File: src/rtl/sdram_pattern_tester.sv
// SDRAM write/read-back pattern tester driving the sdram_top user FIFO ports.
// Optional `SDRAM_TEST_ERR_INJECT_EN adds inj_err to flip bit 0 of the next accepted write word.
module sdram_pattern_tester #(
   parameter int          DW       = 16,
   parameter logic [23:0] TEST_LEN = 24'h400000,
   parameter int          GAP_CYC  = 1024,
   parameter int          RD_LAT   = 1,
   parameter int          LOOPS    = 0,
   parameter int          CNT_W    = 4,
   parameter logic [31:0] SEED     = 32'hACE1_0001
) (
   input  logic             clk_50m,
   input  logic             rst_n,
   input  logic             sdram_init_done,
   input  logic             start,
   input  logic [1:0]       mode,
   input  logic             wr_ready,
   input  logic             rd_ready,
   output logic             wr_en,
   output logic [DW-1:0]    wr_data,
   output logic             rd_en,
   input  logic [DW-1:0]    rd_data,
   output logic             busy,
   output logic             done,
   output logic             error_flag,
   output logic [15:0]      err_count,
   output logic [23:0]      first_err_addr,
   output logic [DW-1:0]    first_err_exp,
   output logic [DW-1:0]    first_err_got,
   output logic [CNT_W-1:0] pass_cnt
`ifdef SDRAM_TEST_ERR_INJECT_EN
   ,
   input  logic             inj_err
`endif
);

   typedef enum logic [2:0] {IDLE, WRITE, GAP, READ, DRAIN, NEXT} state_t;

   // Galois form of x^32+x^22+x^2+x+1, shifting right.
   localparam logic [31:0] LFSR_MASK = 32'h8020_0003;

   state_t        state;
   logic [23:0]   k;
   logic [31:0]   lfsr;
   logic [31:0]   lfsr_next;
   logic [1:0]    mode_q;
   logic [31:0]   loop_cnt;
   logic [31:0]   gap_cnt;
   logic [2:0]    drain_cnt;
   logic [DW-1:0] pattern;
   logic [DW-1:0] k_dw;
   logic [DW-1:0] walk;
   logic          mismatch;

   logic [RD_LAT-1:0] vld_pipe;
   logic [DW-1:0]     exp_pipe [RD_LAT];
   logic [23:0]       k_pipe   [RD_LAT];

   // NOTE: every always_comb output gets a default first so no path can infer a latch.
   always_comb begin
      k_dw      = DW'(k);
      walk      = {{(DW-1){1'b0}}, 1'b1} << (k % 24'(DW));
      lfsr_next = {1'b0, lfsr[31:1]} ^ (lfsr[0] ? LFSR_MASK : 32'h0);
      pattern   = k_dw;
      case (mode_q)
         2'd0:    pattern = k_dw;
         2'd1:    pattern = ~k_dw;
         2'd2:    pattern = walk;
         default: pattern = lfsr[DW-1:0];
      endcase
   end

   // Enables are gated by init_done combinationally so an abort drops them the same cycle.
   assign wr_en    = (state == WRITE) && wr_ready && sdram_init_done;
   assign rd_en    = (state == READ)  && rd_ready && sdram_init_done;
   assign mismatch = vld_pipe[RD_LAT-1] && (rd_data != exp_pipe[RD_LAT-1]);

`ifdef SDRAM_TEST_ERR_INJECT_EN
   logic inj_pend;

   assign wr_data = pattern ^ {{(DW-1){1'b0}}, inj_pend};

   always_ff @(posedge clk_50m or negedge rst_n) begin
      if (!rst_n)                inj_pend <= 1'b0;
      else if (state != WRITE)   inj_pend <= 1'b0;
      else if (inj_err)          inj_pend <= 1'b1;
      else if (wr_en)            inj_pend <= 1'b0;
   end
`else
   assign wr_data = pattern;
`endif

   always_ff @(posedge clk_50m or negedge rst_n) begin
      if (!rst_n) begin
         vld_pipe <= '0;
      end else begin
         vld_pipe[0] <= rd_en;
         for (int i = 1; i < RD_LAT; i++) vld_pipe[i] <= vld_pipe[i-1];
      end
   end

   // NOTE: the expected-word/index stages carry no reset; they are only looked at when vld_pipe says so.
   always_ff @(posedge clk_50m) begin
      exp_pipe[0] <= pattern;
      k_pipe[0]   <= k;
      for (int i = 1; i < RD_LAT; i++) begin
         exp_pipe[i] <= exp_pipe[i-1];
         k_pipe[i]   <= k_pipe[i-1];
      end
   end

   always_ff @(posedge clk_50m or negedge rst_n) begin
      if (!rst_n) begin
         state          <= IDLE;
         k              <= '0;
         lfsr           <= SEED;
         mode_q         <= '0;
         loop_cnt       <= '0;
         gap_cnt        <= '0;
         drain_cnt      <= '0;
         busy           <= 1'b0;
         done           <= 1'b0;
         error_flag     <= 1'b0;
         err_count      <= '0;
         first_err_addr <= '0;
         first_err_exp  <= '0;
         first_err_got  <= '0;
         pass_cnt       <= '0;
      end else begin
         done <= 1'b0;
         if (mismatch) begin
            error_flag <= 1'b1;
            if (err_count != 16'hFFFF) err_count <= err_count + 16'd1;
            if (err_count == 16'd0) begin
               first_err_addr <= k_pipe[RD_LAT-1];
               first_err_exp  <= exp_pipe[RD_LAT-1];
               first_err_got  <= rd_data;
            end
         end
         if (state != IDLE && !sdram_init_done) begin
            state <= IDLE;
            busy  <= 1'b0;
         end else begin
            case (state)
               IDLE: if (start && sdram_init_done) begin
                  error_flag     <= 1'b0;
                  err_count      <= '0;
                  first_err_addr <= '0;
                  first_err_exp  <= '0;
                  first_err_got  <= '0;
                  pass_cnt       <= '0;
                  loop_cnt       <= '0;
                  k              <= '0;
                  lfsr           <= SEED;
                  mode_q         <= mode;
                  busy           <= 1'b1;
                  state          <= WRITE;
               end
               WRITE: if (wr_en) begin
                  lfsr <= lfsr_next;
                  if (k == TEST_LEN - 24'd1) begin
                     k       <= '0;
                     gap_cnt <= '0;
                     state   <= GAP;
                  end else begin
                     k <= k + 24'd1;
                  end
               end
               GAP: if (gap_cnt == 32'(GAP_CYC - 1)) begin
                  lfsr  <= SEED;
                  k     <= '0;
                  state <= READ;
               end else begin
                  gap_cnt <= gap_cnt + 32'd1;
               end
               READ: if (rd_en) begin
                  lfsr <= lfsr_next;
                  if (k == TEST_LEN - 24'd1) begin
                     drain_cnt <= '0;
                     state     <= DRAIN;
                  end else begin
                     k <= k + 24'd1;
                  end
               end
               DRAIN: if (drain_cnt == 3'(RD_LAT - 1)) state <= NEXT;
                      else drain_cnt <= drain_cnt + 3'd1;
               NEXT: begin
                  pass_cnt <= pass_cnt + 1'b1;
                  loop_cnt <= loop_cnt + 32'd1;
                  if (LOOPS != 0 && loop_cnt + 32'd1 == 32'(LOOPS)) begin
                     busy  <= 1'b0;
                     done  <= 1'b1;
                     state <= IDLE;
                  end else begin
                     k      <= '0;
                     lfsr   <= SEED;
                     mode_q <= mode;
                     state  <= WRITE;
                  end
               end
               default: state <= IDLE;
            endcase
         end
      end
   end

endmodule

File: config.mk
export PLATFORM = sky130hd
export DESIGN_NAME = sdram_pattern_tester
export DESIGN_NICKNAME = d
export VERILOG_FILES = /design/src/rtl/sdram_pattern_tester.sv
export SDC_FILE = /design/constraint.sdc
export NUM_CORES = 1
export LEC_CHECK = 0
export CAP_MARGIN = 20
export CORE_MARGIN = 2
export CORE_UTILIZATION = 40
export CTS_CLUSTER_SIZE = 12
export DETAILED_ROUTE_END_ITERATION = 8
export GPL_ROUTABILITY_DRIVEN = 0
export PLACE_DENSITY = 0.66
export SYNTH_ARGS = -nofsm -noshare
export SYNTH_HDL_FRONTEND = slang
export SYNTH_SLANG_ARGS = --single-unit
File: constraint.sdc
create_clock -name clk_50m -period 5.07 [get_ports clk_50m]
set_input_delay 1.014 -clock clk_50m [delete_from_list [all_inputs] [get_ports clk_50m]]
set_output_delay 1.014 -clock clk_50m [all_outputs]
set_load 0.05 [all_outputs]
-- Yosys cells after proc, flatten, opt, wreduce, memory -nomap -nowiden
Memories as Yosys holds them, arrays and structs flattened.
Cells that the tools add are included.
- register bits after elaboration: 175
- RAM bits: 40
- output and inout bits: 97
- memories: 2
- add/sub/neg operators: 5
- eq/ne operators: 27
- shift operators: 1
- multiplexer cells: 62
- bitwise operators: 3
- reduce and logical (&&, ||, !) cells: 26
- memory list (memory ; words ; width ; read ports ; clocked after Yosys merged registers in ; wr ports ; RTL line ; source):
    k_pipe ; 1 ; 24 ; 1 ; 0 ; 1 ; 57 ; logic [23:0] k_pipe [RD_LAT];
    exp_pipe ; 1 ; 16 ; 1 ; 0 ; 1 ; 56 ; logic [DW-1:0] exp_pipe [RD_LAT];
- operator list (kind ; number):
    24-bit two-way mux ; 11
    32-bit two-way mux ; 8
    16-bit two-way mux ; 15
    32-bit case mux with 5 select lines ; 1
    24-bit case mux with 5 select lines ; 1
    32-bit case mux with 2 select lines ; 1
    16-bit case mux with 3 select lines ; 1
    3-bit two-way mux ; 11
    32-bit by 1-bit adder with 32-bit output (second input constant) ; 1
    32-bit by 10-bit == test with 1-bit output (second input constant) ; 1
    31-bit by 32-bit XOR with 32-bit output ; 1
    24-bit by 1-bit adder with 24-bit output (second input constant) ; 1
    24-bit by 22-bit == test with 1-bit output (second input constant) ; 1
    3-bit case mux with 6 select lines ; 1
    16-bit by 1-bit adder with 16-bit output (second input constant) ; 1
    16-bit zero test ; 1
    16-bit inequality test ; 1
    16-bit inequality test (second input constant) ; 1
    16-bit NOT ; 1
    1-bit by 4-bit << shifter with 16-bit output (first input constant) ; 1
    2-bit inequality test (second input constant) ; 7
    7-bit AND reduction ; 2
    5-bit AND reduction ; 2
    2-bit nonzero test ; 5
    other kinds (27) ; 47

-- Longest topological paths before layout
An unclocked memory read counts as a cell.
- depth after elaboration: 7
- mapped depth: 10
- mapped depth without buffers: 7

-- Worst setup path after synthesis
Ideal clock, no wire load.
- path kind: in2out
- from: in sdram_init_done
- to: out rd_en
- arrival: 2.522 ns
- path slack: 1.534 ns
- stages on the path: 3
- path buffers: 1
- cells stage by stage: clkbuf_1 -> inv_1 -> nor3_1
- longest elaborated chain between the ends: 1
- RTL lines (item ; RTL line ; source):
    start: declaration ; 14 ; input logic sdram_init_done,
    1-bit logical AND ; 75 ; assign rd_en = (state == READ) && rd_ready && sdram_init_done;
    end: declaration ; 21 ; output logic rd_en,
Every way passes these cells.

-- Final worst setup path
- from: reg mode_q[0]
- to: out wr_data[5]
- longest elaborated chain between the ends: 2
- elaborated cells on any way between the ends: 4
- classes of those cells: eq/ne (2); mux (1); reduce/logical (1)
- RTL lines (item ; RTL line ; source):
    start: declaration ; 46 ; logic [1:0] mode_q;
    start signal: assignment ; 155 ; mode_q <= mode;
    start signal: assignment ; 197 ; mode_q <= mode;
    2-bit == test (tied with other cells) ; 65 ; case (mode_q)
    16-bit case mux with 3 select lines * ; 65 ;
    end: declaration ; 20 ; output logic [DW-1:0] wr_data,
Every way passes the cells marked *; elsewhere a longest branch is shown, timed or not.

==> summary.md <==
| Metric | Value |
|---|---|
| WHS | `425 ps` |
| Adder-Cell Fraction of Synth Area | `roughly 1.5%` |
| Power share of the clock group | `between 30% and 40%` |
| First-pass GRT wire length | `39300 microns` |
| Post-Syn Instances | `1060` |
| Post-Syn Area | `about 10000 sq um` |
| # resized after CTS | `0` |
| Seq/Total Area, Yosys | `51.3%` |
| Gr ovfl total | `0` |
| Synth Area in Simple Gates | `a little over a fifth` |
| Ant diodes | `0` |
| Largest family of logic cells by synthesized area | `simple AND/OR/NAND/NOR gates` |
| Iteration-0 DRC Markers | `671` |
| GRT busiest layer | `met2` |
| Final wirelength | `24000 microns` |
| Initial antenna violation count | `0` |
| Post-synth EDFFs | `0` |
| Die span in x | `roughly 160 microns` |
| Final routed DRC violation total | `0` |
| Worst vdd ir | `approximately 0.23 mV` |
| Starting Density | `roughly two fifths` |
| Yosys top cell by area | `dfrtp_1` |
| Top post-synthesis cells by area | `dfrtp_1 41%, dfxtp_1 7.9%, mux2i_1 5.8%, nor2_1 4.7%, nand2_1 4.0%` |
| Critical Path End Type | `output port` |
| Layout cell share with drive strength beyond 1 | `around 7%` |
| Clk_skew | `about 16 ps` |
| Final Instance Area | `12400 sq um` |
| Largest net degree at the start of global routing | `95` |
| Max Root-Sink Buffers | `3` |
| Crit Reg-Reg Startpoint | `k[4]` |
| Int Pwr | `approximately 0.0035 W` |
| Layout area overhead | `22.4%` |
| Worst-path clk slew | `60 ps` |
| Relative slew slack | `between 30% and 40%` |
| Register-to-register setup slack | `around 1900 ps` |
| Switching Fraction | `between 30% and 40%` |
| Port Buf Inserts | `119` |
| Most frequent cells in the layout | `166 x dfrtp_1, 125 x nor2_1, 118 x clkdlybuf4s50_1, 107 x nand2_1, 65 x nand3_1` |
| Sequential share of power | `between 30% and 40%` |
| Full die area | `26600 sq um` |
| DP Area | `approximately 12000 sq um` |
| MaxCap Viol Count | `0` |
| Most common cell after layout, fill and taps aside | `dfrtp_1` |
| Least-Margin Pin Slew | `990 ps` |
| Clk_lat worst skew | `510 ps` |
| Post-CTS setup buffer count | `0` |
| LEAKAGE | `~5.1 nW` |
| Number of global-route vias before repair | `between 7000 and 8000` |
| CP startpoint kind | `register` |
| Min Tclk post-route | `4220 ps` |
| Synth Net Count | `between 1000 and 1500` |
| Per-cell routed wire length | `roughly 16 microns` |
| Row cnt | `between 50 and 60` |
| Core ar. | `roughly 25000 sq um` |
| Prevailing post-synth register cell | `dfrtp_1` |
| DR vias | `a little over 8000` |
| Die H | `around 160 microns` |
| Ys Warns | `0` |
| Compound-Gate Fraction of Synth Area | `a little under an eighth` |
| CTS tree | `yes` |
| Slew Viols, Final | `0` |
| Placed cells | `around 1500` |
| Pwr dens | `~430 nW/um^2` |
| CP Class | `register to output port` |
| Total CTS buffers | `24` |
| Synth Area in XOR/XNOR | `~4.0%` |
| Core Util, Final | `roughly 49%` |
| Routing usage on met2 | `between 20 and 30%` |
| Root Driver | `clkbuf_16` |
| Met1 Use GR | `around a quarter` |
| Sw Pwr | `about 0.0018 W` |
| Hold buffers post-CTS | `0` |
| TNS Setup | `0 ps` |
| Mean Syn Cell Area | `9.54 sq um` |
| Final Cycle Share | `a little over four fifths` |
| Worst Path Max Fanout | `40` |
| Post-synth ARST share | `roughly four fifths` |
| Synth top area share | `around two fifths` |
| Comb power frac | `a little over a quarter` |
| Cell variety after synth | `between 60 and 70` |
| Status | `finished clean` |
| WP data arrival | `3210 ps` |
| Drt first pass iters | `5` |
| Gr usage total | `17.8%` |
| Hpwl dp | `approximately 16000 microns` |
| Worst Hold Path Cells | `0` |
| Layout Cells excl Fill | `1496` |
| Via density per instance | `approximately 5.4` |
| Remaining antenna violation count | `0` |
| RSZ-0062 raised after global routing | `false` |
| Final setup violation count | `0` |
| Hold Path End | `k_pipe[0][19]` |
| Maximum clock frequency | `about 240 MHz` |
| Met3 usage | `approximately 2.1%` |
| Total I/O pin count | `~120` |
| Worst Path Required | `approximately 4100 ps` |
| Nets | `about 1200` |
| H-tree level count | `1` |
| RR Endpoint | `k[3]` |
| Number of synthesized register bits | `215` |
| R2r worst-path depth | `6` |
| Final hold vios | `0` |
| Worst hold path class | `register to register` |
| Hold_sp | `k[19]` |
| Mux cell area share after synthesis | `6.28%` |
| Clock Sinks | `roughly 220` |
-- worst max-delay path, stage by stage, from the launching register on --
cell	delay, ps
dfrtp_1	360
buf_4	250
nor2b_1	260
nor3b_1	580
a22oi_1	140
a21oi_1	230
clkdlybuf4s50_1	870
-- sequential cells by signal, summed over array words and instances, names as in the netlist, 16 cells and up --
| register | flops |
|---|---|
| gap_cnt | 32 |
| lfsr | 32 |
| first_err_addr | 24 |
| k | 24 |
| k_pipe | 24 |
| err_count | 16 |
| exp_pipe | 16 |
| first_err_exp | 16 |
| first_err_got | 16 |
-- synth_stat cells, types with 7 or more instances --
cell type / n
dfstp_2: 9
nand3_1: 65
ha_1: 12
nor3_1: 26
nor4_1: 20
and4_1: 9
nand4_1: 18
clkbuf_1: 46
dfxtp_1: 40
buf_2: 13
and3_1: 19
nor2b_1: 12
a21oi_1: 60
buf_1: 8
o21ai_0: 51
o31ai_1: 20
a31oi_1: 12
mux2i_1: 59
dfrtp_1: 166
nand2_1: 107
xor2_1: 7
nor2_1: 126
a22oi_1: 12
xnor2_1: 39
inv_1: 23
-- routing by layer --
layer	routed length (microns)	vias up	part of all wire, %
met4	344	0	1.4
met2	11200	211	47
li1	-	3950	-
met5	0	-	0
met3	1080	31	4.5
met1	11300	3896	47
-- per-stage QoR --
step / power [W] / setup slack [ps]
2_1_floorplan: 0.00312 / 1530
3_3_place_gp: 0.00359 / 967
3_5_place_dp: 0.00360 / 952
4_1_cts: 0.00539 / 864
5_1_grt: 0.00562 / 531
6_report: 0.00534 / 850
-- power by group through the flow --
stage                     clock, W  sequential [W]  combinational (W)
after floorplan                  0         0.00208            0.00103
after global placement           0         0.00214            0.00145
after detailed placement         0         0.00215            0.00146
after CTS                  0.00182         0.00212            0.00146
after global routing       0.00189         0.00215            0.00158
final                      0.00177         0.00212            0.00145
-- final cells by class --
cell class              count  area (sq um)
well taps                 330           413
inverters                  23          86.3
clock buffers              36           697
fillers                  2320         12600
flip-flops and latches    215          5190
clock inverters             7           113
repair buffers            132          1300
multi-input cells         753          4580
-- cells by family (layout without fill, tap and decap cells) --
family	after synthesis	in the layout
buffers and inverters	92	198
DFF	215	215
muxes	63	63
adders and majority gates	12	12
xor gates and xnor gates	46	46
other	1	1
AOI/OAI and AO/OA	192	192
and+or+nand+nor	439	439
-- how the worst max path moves through the flow --
stage	startpoint	to	slack [ps]
4_1_cts	mode_q[0]	wr_data[5]	860
2_1_floorplan	sdram_init_done	rd_en	1530
6_report	mode_q[0]	wr_data[5]	850
5_1_grt	mode_q[0]	wr_data[4]	530
3_5_place_dp	sdram_init_done	wr_en	950
3_3_place_gp	sdram_init_done	wr_en	970
Note: power is estimated with default switching activity, not from simulation.
